$ cat src/rtl/sync_down_timer.sv
// sync_down_timer: loadable synchronous down-counter with a one-cycle
// terminal-count pulse and IDLE/RUN/DONE state machine.
// Optional feature macro: AUTO_RELOAD_EN (periodic reload on expiry instead
// of stopping in DONE).
module sync_down_timer #(
    parameter int unsigned WIDTH = 4
) (
    input  logic             clk,
    input  logic             rst,
    input  logic             clr,
    input  logic             load,
    input  logic [WIDTH-1:0] load_val,
    input  logic             en,
    output logic [WIDTH-1:0] q,
    output logic             tc,
    output logic             busy,
    output logic             done
);

    typedef enum logic [1:0] {
        IDLE = 2'd0,
        RUN  = 2'd1,
        DONE = 2'd2
    } state_t;

    state_t           state_q, state_d;
    logic [WIDTH-1:0] q_q, q_d;
    logic [WIDTH-1:0] reload_q, reload_d;
    logic             tc_q, tc_d;

    // State and datapath registers with synchronous active-high reset
    always_ff @(posedge clk) begin
        if (rst) begin
            state_q  <= IDLE;
            q_q      <= '0;
            reload_q <= '0;
            tc_q     <= 1'b0;
        end else begin
            state_q  <= state_d;
            q_q      <= q_d;
            reload_q <= reload_d;
            tc_q     <= tc_d;
        end
    end

    // Next-state and datapath: clr beats load, load beats counting
    always_comb begin
        state_d  = state_q;
        q_d      = q_q;
        reload_d = reload_q;
        tc_d     = 1'b0;

        if (clr) begin
            state_d = IDLE;
            q_d     = '0;
        end else if (load) begin
            q_d      = load_val;
            reload_d = load_val;
            // A zero load has nothing to count, so it parks in IDLE
            state_d  = (load_val != '0) ? RUN : IDLE;
        end else begin
            case (state_q)
                RUN: begin
                    if (en) begin
                        if (q_q > WIDTH'(1)) begin
                            q_d = q_q - WIDTH'(1);
                        end else if (q_q == WIDTH'(1)) begin
                            tc_d = 1'b1;
`ifdef AUTO_RELOAD_EN
                            q_d     = reload_q;
                            state_d = RUN;
`else
                            q_d     = '0;
                            state_d = DONE;
`endif
                        end else begin
                            // Unreachable in normal use; never decrement through zero
                            state_d = IDLE;
                        end
                    end
                end
                DONE:    state_d = DONE;
                IDLE:    state_d = IDLE;
                default: state_d = IDLE;
            endcase
        end
    end

    // Outputs come straight from flops or a direct decode of the state flop
    assign q    = q_q;
    assign tc   = tc_q;
    assign busy = (state_q == RUN);
    assign done = (state_q == DONE);

endmodule
$ cat config.mk
export PLATFORM = sky130hd
export DESIGN_NAME = sync_down_timer
export DESIGN_NICKNAME = d
export VERILOG_FILES = /design/src/rtl/sync_down_timer.sv
export SDC_FILE = /design/constraint.sdc
export NUM_CORES = 1
export LEC_CHECK = 0
export CORE_ASPECT_RATIO = 1.1
export CORE_MARGIN = 3
export CORE_UTILIZATION = 30
export DETAILED_ROUTE_END_ITERATION = 12
export PLACE_DENSITY = 0.62
export SLEW_MARGIN = 20
export SYNTH_ARGS = -nofsm -noshare
export SYNTH_HDL_FRONTEND = slang
export SYNTH_SLANG_ARGS = --single-unit
$ cat constraint.sdc
create_clock -name clk -period 1.8 [get_ports clk]
set_clock_uncertainty 0.1 [all_clocks]
set_input_delay 0.27 -clock clk [delete_from_list [all_inputs] [get_ports clk]]
set_output_delay 0.27 -clock clk [all_outputs]
set_load 0.05 [all_outputs]
==> flow_summary.json, run 1 <==
{
  "grt_pass1_vias": 492,
  "p_leak_nw": 0.2664,
  "routed_via_density": 5.435,
  "via_count": 500,
  "crit_fanout": 5,
  "tightest_slew_ns": 0.3581,
  "grt_use_met1_pct": 15.10,
  "ir_worst_vdd_v": 0.0002137,
  "initial_core_util_pct": 34.10,
  "cts-resized-gates": 0,
  "antennaDiodeCount": 0,
  "layout-drive-gt1-share_pct": 26.32,
  "antenna_found_initial": 0,
  "post_dp_cell_area_um2": 685.7,
  "synth_edf_count": 0,
  "r2r.worst_path.cells": 5,
  "fin_area_um2": 711.9,
  "async_flop_share_pct": 0,
  "cp.required_ns": 1.88,
  "cts-htree-levels": 1,
  "worstHoldStart": "state_q[1]",
  "clk_pin_slew_ns": 0.06,
  "multiInputGateArea_um2": 332.8,
  "ant_nets": 0,
  "regArea_um2": 141.4,
  "place_hpwl_um": 1028,
  "slew_viol_final": 0,
  "synth_ff_type": "dfxtp_1",
  "use_met3_pct": 3.321,
  "drcViolationCount": 0,
  "layout.nets": 90,
  "grtUsageMet2_pct": 21.23,
  "cts_hold_buf": 0,
  "maxSlewHeadroom_pct": 76.04,
  "fill_cells": 152,
  "yosysUniqueCellTypes": 27,
  "synthCells": 57,
  "whs_path_depth": 2,
  "min_to": "state_q[1]",
  "syn-cell-area_um2": 501.7,
  "clock_path_buffers": 2,
  "drv_cap": 0,
  "coreArea_um2": 1471,
  "r2r_start": "q[0]",
  "grt_setup_unrepaired": "no",
  "postSynthAreaPerCell_um2": 8.802,
  "io_pins": 16,
  "final_core_util_pct": 48.38,
  "ys_seq_elements": 7,
  "syn_nets": 70,
  "port-buffer-count": 15,
  "synth_top_area_share_pct": 27.93,
  "status": "complete, no violations",
  "yosysWarnings": 0,
  "cts.sinks": 7,
  "track_usage_pct": 13.15,
  "endpoint_kind": "flop",
  "grt_overflow": 0,
  "yosys-top-cells-count": "dfxtp_1, inv_1, nand2_1",
  "clock.fmax_mhz": 628.4,
  "fin_crit_sh_pct": 88.41,
  "grt_pass1_wl_um": 2076,
  "drt_iter0_drc": 3,
  "die_x_um": 44.99,
  "fin_crit_ns": 1.591,
  "pwr_density_cell_nw_per_um2": 585.0,
  "design.die.area_um2": 2200,
  "seq_area_frac_synth_pct": 27.93,
  "clk_latency_ns": 0.26,
  "grt_max_degree": 9,
  "syn_to_final_growth_pct": 41.90,
  "post_cts_buffers": 0,
  "min_path_type": "reg2reg",
  "cts_root_buf": "clkbuf_4",
  "cts_tree": "done",
  "numCtsBuffers": 3,
  "tns_ns": 0,
  "busiest_layer": "met2",
  "crit_type": "reg2reg",
  "yosysTopAreaCell": "dfxtp_1",
  "ff2ff_setup_slack_ns": 0.21,
  "die_y_um": 48.89,
  "fin_total_pwr_mw": 0.4165,
  "crit_arrival_ns": 1.67,
  "routabilityCongestion": 0.8032,
  "start_kind": "flop",
  "reg2reg_to": "q[2]",
  "hold_viol": 0,
  "rows": 14,
  "drt_first_pass_iters": 3,
  "synth.area.top_cells": "dfxtp_1, ha_1, o211ai_1, inv_1, o311ai_4",
  "wire_per_inst_um": 13.86,
  "report.final.setup_viol": 0,
  "drt-total-wl_um": 1275
}
## area by class of cell
class	instances	area share [%]
multi-input combinational	42	46.75
timing repair buffer	16	23.20
sequential	7	19.86
clock buffer	4	3.691
inverter	7	3.691
tap	16	2.812
## kinds of logic (layout without fill, tap and decap cells)
kind of cell | Yosys count | after routing | share of synthesized area (%)
buffers and inverters | 8 | 27 | 6.234
AND/OR/NAND/NOR | 19 | 19 | 23.19
XOR/XNOR | 1 | 1 | 1.746
multiplexers | 1 | 1 | 1.995
flip-flops | 7 | 7 | 27.93
adder cells (fa/ha/maj) | 4 | 4 | 9.975
AO/OA/AOI/OAI | 17 | 17 | 28.93
## cell usage in the layout (no fill, tap or decap), types with 2 or more instances in the layout
cell and count:
ha_1 3, a31oi_1 3, inv_1 7, nor2_1 3, buf_12 2, clkdlybuf4s50_1 8, clkbuf_4 3, dfxtp_1 6
o211ai_1 5, buf_4 6, o22ai_1 2, nand2_1 6, o21ai_0 2
## layer usage
| metal | part of all wire (%) | wire (um) |
|---|---|---|
| met1 | 45 | 568 |
| met2 | 49 | 619 |
| met3 | 5.0 | 64 |
| met4 | 1.7 | 22 |
| met5 | 0 | 0 |
## registers in the layout (all words and copies together), names as in the netlist
| signal | flops |
|---|---|
| q | 4 |
| tc | 1 |
| state_q | 2 |
## power by group
part | internal [mW] | switching [mW]
clock | 0.0854 | 0.0705
combinational | 0.0444 | 0.0511
sequential | 0.159 | 0.00598
total | 0.289 | 0.128
## worst max path at each step
stage	end	slack [ns]	cells after the start	start
after floorplan	q[2]	0.005	4	q[0]
after global placement	q[2]	0.15	4	load
after detailed placement	q[2]	0.12	4	load
after CTS	q[2]	0.23	5	state_q[1]
after global routing	q[1]	0.11	5	q[0]
final	q[2]	0.21	5	q[0]
## worst max-delay path, stage by stage, from the launching register on
cell and delay (ns):
dfxtp_1 0.35, inv_1 0.10, ha_1 0.22, nor4b_2 0.32
o21ai_0 0.17, a221oi_2 0.25
## through the flow
stage | instances | setup slack [ns] | hold WS [ns]
3_5_place_dp | 88 | 0.1153 | 0.3868
4_1_cts | 92 | 0.2329 | 0.3987
3_3_place_gp | 88 | 0.1453 | 0.3811
2_1_floorplan | 57 | 0.005066 | 0.3240
5_1_grt | 92 | 0.1136 | 0.4149
6_report | 92 | 0.2086 | 0.3899
No activity file was read; power rests on OpenSTA's default activity.
==> inputs of run 2 (changes only) <==
--- a/config.mk
+++ b/config.mk
@@ -9,8 +9,10 @@
 export CORE_MARGIN = 3
 export CORE_UTILIZATION = 30
 export DETAILED_ROUTE_END_ITERATION = 12
-export PLACE_DENSITY = 0.62
+export GPL_ROUTABILITY_DRIVEN = 0
+export PLACE_DENSITY = 0.67
 export SLEW_MARGIN = 20
 export SYNTH_ARGS = -nofsm -noshare
 export SYNTH_HDL_FRONTEND = slang
 export SYNTH_SLANG_ARGS = --single-unit
+export TNS_END_PERCENT = 50
==> run 2 against run 1 <==
- fmax increased by 0.50%
- first-iteration DRC count increased to 3.0 times the previous value
- sequential share of layout area unchanged
- global-route usage decreased by 0.53 points
- core utilization unchanged
- sequential power about the same
- wire length decreased by 4.5%
- clock power decreased by 8%
- cell area unchanged
- register-to-register slack about the same
- cell count unchanged
- critical path type unchanged
==> flow_summary.json, run 2 (synthesis gave the netlist of run 1 again) <==
{
  "status": "complete, no violations",
  "min_path_type": "reg2reg",
  "hold_viol": 0,
  "pwr_density_cell_nw_per_um2": 569.7,
  "clk_latency_ns": 0.25,
  "fin_crit_ns": 1.583,
  "cts_tree": "done",
  "cts_root_buf": "clkbuf_4",
  "tns_ns": 0,
  "clk_pin_slew_ns": 0.06,
  "p_comb_share_pct": 23.6,
  "drv_cap": 0,
  "grt_max_degree": 9,
  "switching_share_pct": 28.90,
  "seqPwrFrac_pct": 40.8,
  "track_usage_pct": 12.62,
  "io_pins": 16,
  "crit_arrival_ns": 1.65,
  "endpoint_kind": "flop",
  "layout-drive-gt1-share_pct": 26.32,
  "drt_first_pass_iters": 4,
  "syn_to_final_growth_pct": 41.90,
  "die_y_um": 48.89,
  "grt_overflow": 0,
  "tightest_slew_ns": 0.3676,
  "initial_core_util_pct": 34.10,
  "rows": 14,
  "grt_setup_unrepaired": "no",
  "fin_crit_sh_pct": 87.97,
  "cts-htree-levels": 1,
  "clock_path_buffers": 2,
  "antennaDiodeCount": 0,
  "grt_pass1_wl_um": 2076,
  "final_common_cell": "clkdlybuf4s50_1",
  "largest_reg_flops": 4,
  "maxSlewHeadroom_pct": 75.40,
  "final_cell_mix": "clkdlybuf4s50_1, inv_1, nand2_1, buf_4, dfxtp_1",
  "numCtsBuffers": 3,
  "wire_per_inst_um": 13.24,
  "clock.fmax_mhz": 631.5,
  "post_cts_buffers": 0,
  "slew_viol_final": 0,
  "via_count": 498,
  "drt-total-wl_um": 1218,
  "ant_nets": 0,
  "dp_cells": 88,
  "crit_type": "reg2reg",
  "fin_area_um2": 711.9,
  "cts_hold_buf": 0,
  "cts.sinks": 7,
  "p_int_mw": 0.2884,
  "coreArea_um2": 1471,
  "layout.nets": 90,
  "cts-resized-gates": 0,
  "switching_power_mw": 0.1172,
  "port-buffer-count": 15,
  "report.final.setup_viol": 0,
  "pwr-share-clk_pct": 35.6,
  "p_leak_nw": 0.2664,
  "routed_via_density": 5.413,
  "post_dp_cell_area_um2": 685.7,
  "design.die.area_um2": 2200,
  "whs_ns": 0.3868,
  "place_hpwl_um": 986.7,
  "grt_pass1_vias": 498,
  "antenna_found_initial": 0,
  "finalNonFillerCells": 92,
  "drcViolationCount": 0,
  "crit_fanout": 5,
  "ir_worst_vdd_v": 0.0002420,
  "die_x_um": 44.99,
  "start_kind": "flop",
  "drt_iter0_drc": 9,
  "cp.required_ns": 1.86
}
-- run 2: stage by stage --
step           setup slack, ns  util, %  power, mW
2_1_floorplan         0.005066        -     0.2246
3_3_place_gp            0.1500    46.60     0.2627
3_5_place_dp            0.1300    46.60     0.2637
4_1_cts                 0.2455    48.38     0.4145
5_1_grt                0.07910    48.38     0.4314
6_report                0.2165    48.38     0.4056
-- run 2: path summary, 6_finish.rpt --
kind | start | endpoint | slack, ns | depth (start not counted)
max | q[0] | q[1] | 0.22 | 5
min | state_q[1] | state_q[1] | 0.39 | 2
min reg2reg | state_q[1] | state_q[1] | 0.39 | 2
max reg2reg | q[0] | q[1] | 0.22 | 5
-- run 2: worst max-delay path, stage by stage (launching register included) --
cell and delay (ns):
dfxtp_1 0.41, inv_1 0.08, ha_1 0.25, nor2_1 0.33, o211ai_1 0.14, a31oi_1 0.20
-- run 2: final cells by class --
| class | count | area, um2 |
|---|---|---|
| fill | 154 | 759.5 |
| multi-input combinational | 42 | 332.8 |
| timing repair buffer | 16 | 165.2 |
| sequential | 7 | 141.4 |
| clock buffer | 4 | 26.28 |
| inverter | 7 | 26.28 |
| tap | 16 | 20.02 |
-- run 2: per-layer routing --
| layer | track usage, % | share of wire, % | up-vias |
|---|---|---|---|
| met5 | 0 | 0 | - |
| met1 | 14.16 | 45 | 237 |
| met4 | 4.878 | 0 | 0 |
| met2 | 20.05 | 50 | 12 |
| li1 | - | - | 249 |
| met3 | 5.904 | 5.0 | 0 |
-- run 2: power by group through the flow --
stage                     clock (mW)  sequential, mW  combinational (mW)
after floorplan                    0           0.178              0.0467
after CTS                      0.154           0.165              0.0953
final                          0.144           0.166              0.0956
after detailed placement           0           0.169              0.0949
after global routing           0.162           0.166               0.103
after global placement             0           0.169              0.0939
==> inputs of run 3 (changes only) <==
--- a/config.mk
+++ b/config.mk
@@ -6,7 +6,7 @@
 export NUM_CORES = 1
 export LEC_CHECK = 0
 export CORE_ASPECT_RATIO = 1.1
-export CORE_MARGIN = 3
+export CORE_MARGIN = 2
 export CORE_UTILIZATION = 30
 export DETAILED_ROUTE_END_ITERATION = 12
 export GPL_ROUTABILITY_DRIVEN = 0
==> run 3 against run 2 <==
- sequential power is essentially flat
- total power grew 1.3%
- critical path depth is the same
- core utilization shrank 3.1 points
- critical path type unchanged
- largest power group unchanged
- highest routed layer is now met4
==> flow_summary.json, run 3 (synthesis gave the netlist of run 1 again) <==
{
  "pwr-share-clk_pct": 36.6,
  "post_dp_cell_area_um2": 686.9,
  "final_cell_mix": "clkdlybuf4s50_1, inv_1, nand2_1, buf_4, dfxtp_1",
  "cts.sinks": 7,
  "pwr_density_cell_nw_per_um2": 576.0,
  "antennaDiodeCount": 0,
  "drv_cap": 0,
  "final_core_util_pct": 45.24,
  "min_path_type": "reg2reg",
  "crit_type": "reg2reg",
  "cp.required_ns": 1.87,
  "cts_root_buf": "clkbuf_4",
  "endpoint_kind": "flop",
  "grt_overflow": 0,
  "seqPwrFrac_pct": 40.4,
  "numCtsBuffers": 3,
  "finalNonFillerCells": 93,
  "drt-total-wl_um": 1203,
  "worstHoldStart": "state_q[1]",
  "track_usage_pct": 13.20,
  "syn_to_final_growth_pct": 42.14,
  "crit_arrival_ns": 1.65,
  "dp_slack_ns": 0.1079,
  "dp_cells": 89,
  "drt_iter0_drc": 16,
  "p_leak_nw": 0.2664,
  "r2r.worst_path.cells": 5,
  "die_x_um": 42.99,
  "r2r_start": "q[0]",
  "maxSlewHeadroom_pct": 74.12,
  "io_pins": 16,
  "clock.fmax_mhz": 633.6,
  "grt_pass1_vias": 470,
  "drt_first_pass_iters": 4,
  "grt_setup_unrepaired": "no",
  "fin_total_pwr_mw": 0.4108,
  "setup_ws_ns": 0.2217,
  "antenna_found_initial": 0,
  "cts_tree": "done",
  "layout-drive-gt1-share_pct": 26.32,
  "via_count": 517,
  "tns_ns": 0,
  "largest_reg_flops": 4,
  "slew_viol_final": 0,
  "routed_via_density": 5.559,
  "clk_pin_slew_ns": 0.06,
  "drcViolationCount": 0,
  "tightest_slew_ns": 0.3832,
  "p_comb_share_pct": 23.0,
  "port-buffer-count": 15,
  "report.final.setup_viol": 0,
  "initial_core_util_pct": 31.83,
  "ir_worst_vdd_v": 0.0003139,
  "fin_crit_sh_pct": 87.68,
  "coreArea_um2": 1577,
  "clk_latency_ns": 0.26,
  "grt_pass1_wl_um": 1932,
  "whs_path_depth": 2,
  "fill_cells": 178,
  "layout.nets": 90,
  "status": "complete, no violations",
  "post_cts_buffers": 0,
  "die_y_um": 46.89,
  "switching_power_mw": 0.1221,
  "final_common_cell": "clkdlybuf4s50_1",
  "switching_share_pct": 29.73,
  "cts-resized-gates": 0,
  "ant_nets": 0,
  "clock_path_buffers": 2,
  "cts_hold_buf": 0,
  "whs_ns": 0.3833,
  "start_kind": "flop",
  "wire_per_inst_um": 12.94,
  "p_int_mw": 0.2887,
  "cts-htree-levels": 1,
  "startpoint": "q[0]",
  "fin_area_um2": 713.2,
  "crit_fanout": 5,
  "rows": 15,
  "grt_max_degree": 9,
  "design.die.area_um2": 2016,
  "place_hpwl_um": 954,
  "hold_viol": 0,
  "fin_crit_ns": 1.578
}
==> run 3: cell counts in the layout (fill, tap and decap cells not counted) <==
Identical to the previous run, type by type.
==> run 3: critical path: stages (launching register included) <==
cell      delay, ns
dfxtp_1        0.35
inv_1          0.09
ha_1           0.22
nor4b_2        0.31
o21ai_0        0.17
a221oi_2       0.26
==> run 3: power groups by stage <==
stage,logic (mW),clock network (mW),registers (mW)
floorplan,0.0467,0,0.178
global placement,0.0937,0,0.169
detailed placement,0.0948,0,0.169
CTS,0.0949,0.148,0.165
global route,0.102,0.161,0.166
finish,0.0947,0.150,0.166
==> run 3: layout make-up <==
class	count	area (um2)	share of cell area [%]
clock buffer	4	26.28	3.684
multi-input combinational	42	332.8	46.67
timing repair buffer	16	165.2	23.16
inverter	7	26.28	3.684
sequential	7	141.4	19.82
tap	17	21.27	2.982
==> run 3: path summary, 6_finish.rpt <==
check          endpoint  slack [ns]
max                q[2]        0.22
min          state_q[1]        0.38
max reg2reg        q[2]        0.22
min reg2reg  state_q[1]        0.38
==> run 3: routing by layer <==
layer  track usage [%]  routed length [um]  vias to the layer above
met5                 0                   0                        -
met4             9.091                  15                        0
met3             3.077                  87                        2
met2             22.12                 581                       19
met1             15.28                 519                      241
li1                  -                   -                      255
